===== config.mk =====
export PLATFORM = sky130hd
export DESIGN_NAME = cla_seq_adder
export DESIGN_NICKNAME = d
export VERILOG_FILES = /design/src/rtl/cla_seq_adder.sv
export SDC_FILE = /design/constraint.sdc
export NUM_CORES = 1
export LEC_CHECK = 0
export BUFFER_PORTS_ARGS = -buffer_cell sky130_fd_sc_hd__buf_2
export CAP_MARGIN = 25
export CORE_UTILIZATION = 45
export CTS_CLUSTER_SIZE = 30
export DETAILED_ROUTE_END_ITERATION = 16
export GPL_TIMING_DRIVEN = 1
export PLACE_DENSITY = 0.68
export SKIP_CTS_REPAIR_TIMING = 1
export SYNTH_ARGS = -nofsm -noshare
export SYNTH_HDL_FRONTEND = slang
export SYNTH_HIERARCHICAL = 1
export SYNTH_SLANG_ARGS = --single-unit

===== constraint.sdc =====
create_clock -name clk -period 6.9 [get_ports clk]
set_input_delay 1.035 -clock clk [delete_from_list [all_inputs] [get_ports clk]]
set_output_delay 1.035 -clock clk [all_outputs]
set_load 0.05 [all_outputs]

===== src/rtl/cla_seq_adder.sv =====
// Purpose: WIDTH-bit add/subtract that reuses one 4-bit carry-lookahead slice, LSB slice first.
// Latency: result and done arrive WIDTH/4 edges after start is accepted; done lasts one cycle.
// Backpressure: ready is low while slices are being processed; start is ignored then and never queued.

// 4-bit carry-lookahead slice: all carries come from generate/propagate terms, with no ripple between bits.
module cla_4b (
    input  logic [3:0] a,
    input  logic [3:0] b,
    input  logic       c_in,
    output logic [3:0] s,
    output logic       c_out
);

    logic [3:0] p;
    logic [3:0] g;
    logic [4:0] c;

    // Generate/propagate terms and flattened lookahead carries.
    always_comb begin
        p    = a ^ b;
        g    = a & b;
        c[0] = c_in;
        c[1] = g[0] | (p[0] & c_in);
        c[2] = g[1] | (p[1] & g[0]) | (p[1] & p[0] & c_in);
        c[3] = g[2] | (p[2] & g[1]) | (p[2] & p[1] & g[0])
             | (p[2] & p[1] & p[0] & c_in);
        c[4] = g[3] | (p[3] & g[2]) | (p[3] & p[2] & g[1])
             | (p[3] & p[2] & p[1] & g[0]) | (p[3] & p[2] & p[1] & p[0] & c_in);
        s     = p ^ c[3:0];
        c_out = c[4];
    end

endmodule

// Sequential adder top: one slice per clock, with the carry registered between slices.
module cla_seq_adder #(
    parameter int WIDTH = 16
) (
    input  logic             clk,
    input  logic             rst,
    input  logic             start,
    input  logic             sub,
    input  logic [WIDTH-1:0] a,
    input  logic [WIDTH-1:0] b,
    output logic             ready,
    output logic             done,
    output logic [WIDTH-1:0] sum,
    output logic             c_out,
    output logic             ovf
);

    // WIDTH must be a multiple of 4 and at least 8, so the counter is always at least 1 bit wide.
    localparam int NSLICE = WIDTH / 4;
    localparam int CW     = $clog2(NSLICE);
    localparam logic [CW-1:0] LAST_CNT = CW'(NSLICE - 1);

    typedef enum logic [1:0] {
        IDLE = 2'd0,
        RUN  = 2'd1,
        DONE = 2'd2
    } state_t;

    state_t          state;
    state_t          state_nxt;
    logic            accept;
    logic            last_slice;

    logic [WIDTH-1:0] op_a;
    logic [WIDTH-1:0] op_b;
    logic             carry;
    logic [CW-1:0]    cnt;

    logic [CW+1:0]    slice_lsb;
    logic [3:0]       slice_a;
    logic [3:0]       slice_b;
    logic [3:0]       slice_sum;
    logic             slice_cout;

    // Select the slice for this cycle. The counter is only meaningful in RUN.
    always_comb begin
        slice_lsb = {cnt, 2'b00};
        slice_a   = op_a[slice_lsb +: 4];
        slice_b   = op_b[slice_lsb +: 4];
    end

    cla_4b u_cla (
        .a     (slice_a),
        .b     (slice_b),
        .c_in  (carry),
        .s     (slice_sum),
        .c_out (slice_cout)
    );

    // State register.
    always_ff @(posedge clk or posedge rst) begin
        if (rst) begin
            state <= IDLE;
        end else begin
            state <= state_nxt;
        end
    end

    // Next state and handshake outputs. DONE also accepts, so back-to-back operations leave no bubble.
    always_comb begin
        state_nxt  = state;
        ready      = 1'b0;
        done       = 1'b0;
        accept     = 1'b0;
        last_slice = (cnt == LAST_CNT);
        case (state)
            IDLE: begin
                ready  = 1'b1;
                accept = start;
                if (start) state_nxt = RUN;
            end
            RUN: begin
                if (last_slice) state_nxt = DONE;
            end
            DONE: begin
                ready     = 1'b1;
                done      = 1'b1;
                accept    = start;
                state_nxt = start ? RUN : IDLE;
            end
            default: state_nxt = IDLE;
        endcase
    end

    // Datapath: capture operands on accept, then write one result slice per RUN cycle.
    // Subtraction is a + ~b + 1, with the +1 entering as the initial carry.
    always_ff @(posedge clk or posedge rst) begin
        if (rst) begin
            op_a  <= '0;
            op_b  <= '0;
            carry <= 1'b0;
            cnt   <= '0;
            sum   <= '0;
            c_out <= 1'b0;
            ovf   <= 1'b0;
        end else if (accept) begin
            op_a  <= a;
            op_b  <= sub ? ~b : b;
            carry <= sub;
            cnt   <= '0;
        end else if (state == RUN) begin
            sum[slice_lsb +: 4] <= slice_sum;
            carry <= slice_cout;
            cnt   <= cnt + 1'b1;
            if (last_slice) begin
                c_out <= slice_cout;
                ovf   <= (op_a[WIDTH-1] == op_b[WIDTH-1]) && (slice_sum[3] != op_a[WIDTH-1]);
            end
        end
    end

endmodule


==> flow_metrics.tcl <==
set metrics [dict create \
    die_h_um 79.8 \
    wirelength_um 5040 \
    synth_top_flop_cell "dfrtp_1" \
    place.gp.congestion 0.756 \
    grt_antenna_before_repair 0 \
    timing.final.hold_violations 0 \
    crit_type "reg2reg" \
    die_area_um2 6370 \
    cp_top_family "flip-flops" \
    cp.required_ps 7070 \
    relSlewSlack_pct 45.7 \
    setup_viol 0 \
    synth.most_common_cell "nand2_1" \
    ys_seq_area_share_pct 50.6 \
    io_buffer_count 55 \
    crit_chain "mux4_1, ha_1, a21o_1, a31o_1, xor2_1, and3b_1, a21oi_1, o21ai_0" \
    slew_viol_final 0 \
    grt-ovfl-total 0 \
    worst_ir_drop_vdd_v 0.000266 \
    cts_max_path_buffers 2 \
    endpoint_kind "flip-flop" \
    antenna_cells 0 \
    root_buffer "clkbuf_8" \
    yosysTopAreaCell "dfrtp_1" \
    synthCells 245 \
    first_global_vias 1792 \
    synth_edf_count 0 \
    ant_nets 0 \
    die_x_um 79.8 \
    vias 1863 \
    firstDrtPassIters 4 \
    setup_tns_ps 0 \
    grt_util_all_layers_pct 17.7 \
    synthArstFlopShare_pct 100 \
    power.leakage_nw 1.61 \
    io_pins 56 \
    fin_nets 343 \
    clock_skew_ps 5.61 \
    holdCritPathClass "reg2reg" \
    fmax_ghz 0.323 \
    core_area_um2 5680 \
    worst_pin_slew_ps 815 \
    drive_gt1_share_pct 26.0 \
    cts_tree "done" \
    crit_buf_inv 0 \
    start_kind "flip-flop" \
    clk_latency_ps 300 \
    rrSetupSlack_ps 3810 \
    avgSynthCellArea_um2 11.1 \
    arrival_ps 3270 \
    numCtsBuffers 5 \
    period_needed_ps 3090 \
    synthTopCellsByArea "dfrtp_1, nand2_1, xnor2_1" \
    synth_top_area_share_pct 50.6 \
    cp_slowest_cell "dfrtp_1" \
    clkSinkCount 55 \
    drc_errors 0 \
    rsz0062_at_grt "no" \
    finalPower_mw 1.59 \
    worstPathMaxFanout 16 \
    drt-initial-drc-count 112 \
    area_growth_syn_to_layout_pct 14.8 \
    max_stage_delay_ps 880 \
    grt_max_degree 52 \
    synth.distinct_cells 34 \
    maxCapViolCount 0 \
    ys_ff_latch 55 \
    syn-num-nets 291 \
    cts.reportedPaths.clkPinSlew_ps 90 \
    dp_hpwl_um 3740 \
    synthesis.area_um2 2720 \
    ys_top_cells_by_count "nand2_1, dfrtp_1, o21ai_0, xnor2_1, a22o_1" \
    start_util_pct 48.0 \
    grt_pass1_wl_um 8630 \
    power.density_nw_per_um2 509 \
    yosys_warnings 6 \
    viasPerCell 5.06 \
    wl_per_cell_um 13.7 \
    rows 27 \
    outcome "complete, no violations" \
    fin_crit_sh_pct 44.8 \
    h-tree-depth 2 \
]
## worst min-delay path, stage by stage, from the launching register on
cell and delay [ps]:
dfrtp_1 350, nand2_1 40, o21ai_0 60
## placed cells by master (no fill, tap or decap), types with 2 or more instances in the layout
cell type	instances
clkbuf_8	5
xnor2_1	18
mux4_2	5
nand2b_1	3
nand3b_1	2
a21o_1	3
inv_2	2
nor4_4	2
nor2b_1	4
a21oi_1	2
mux4_1	3
ha_1	9
a22o_1	16
o21ai_0	19
inv_1	7
dfrtp_1	55
buf_2	55
nand3_1	2
nand2_1	67
## layer usage
metal | vias to the layer above | GRT usage, % | part of all wire [%]
met4 | 0 | 5.54 | 1.3
met1 | 880 | 24.3 | 48
met2 | 46 | 28.0 | 46
li1 | 929 | - | -
met5 | - | 0 | 0
met3 | 8 | 4.00 | 4.6
## cells by family after synthesis
| kind of cell | after synthesis | share of synthesized area (%) |
|---|---|---|
| AO/OA/AOI/OAI | 43 | 10.7 |
| AND/OR/NAND/NOR | 87 | 16.4 |
| buffers and inverters | 22 | 3.95 |
| flip-flops | 55 | 50.6 |
| multiplexers | 9 | 7.45 |
| XOR/XNOR | 19 | 6.11 |
| adder cells (fa/ha/maj) | 10 | 4.87 |
## flip-flops by register name, summed over array words and instances, names as in the netlist
register	flops
c_out	1
carry	1
cnt	2
op_a	16
op_b	16
ovf	1
state	2
sum	16
## worst paths after layout
kind / cells after the start / start / to
max: 8 / cnt[0] / ovf
min: 2 / op_b[7] / op_b[7]
max reg2reg: 8 / cnt[0] / ovf
min reg2reg: 2 / op_b[7] / op_b[7]
max in group asynchronous: 3 / rst / op_b[13]
min in group asynchronous: 2 / rst / sum[4]
## cell type report
class	count	area, um2
clock buffers	6	72.6
fillers	525	2550
inverters	9	33.8
multi-input cells	168	1240
flip-flops and latches	55	1380
well taps	72	90.1
repair buffers	58	314
## where the power goes
group / switching (mW) / internal, mW
Sequential: 0.114 / 0.458
Combinational: 0.529 / 0.330
Clock: 0.0921 / 0.0679
## stage by stage
step | area [um2] | util [%] | hold slack [ps] | setup slack, ps | std cells
3_3_place_gp | 3020 | 53.2 | 455 | 3870 | 360
6_report | 3130 | 55.1 | 481 | 3810 | 368
4_1_cts | 3130 | 55.1 | 486 | 3780 | 368
3_5_place_dp | 3050 | 53.8 | 464 | 3800 | 362
5_1_grt | 3130 | 55.1 | 506 | 3610 | 368
2_1_floorplan | 2720 | - | 437 | 4310 | 245
(Power assumes the default switching activity.)
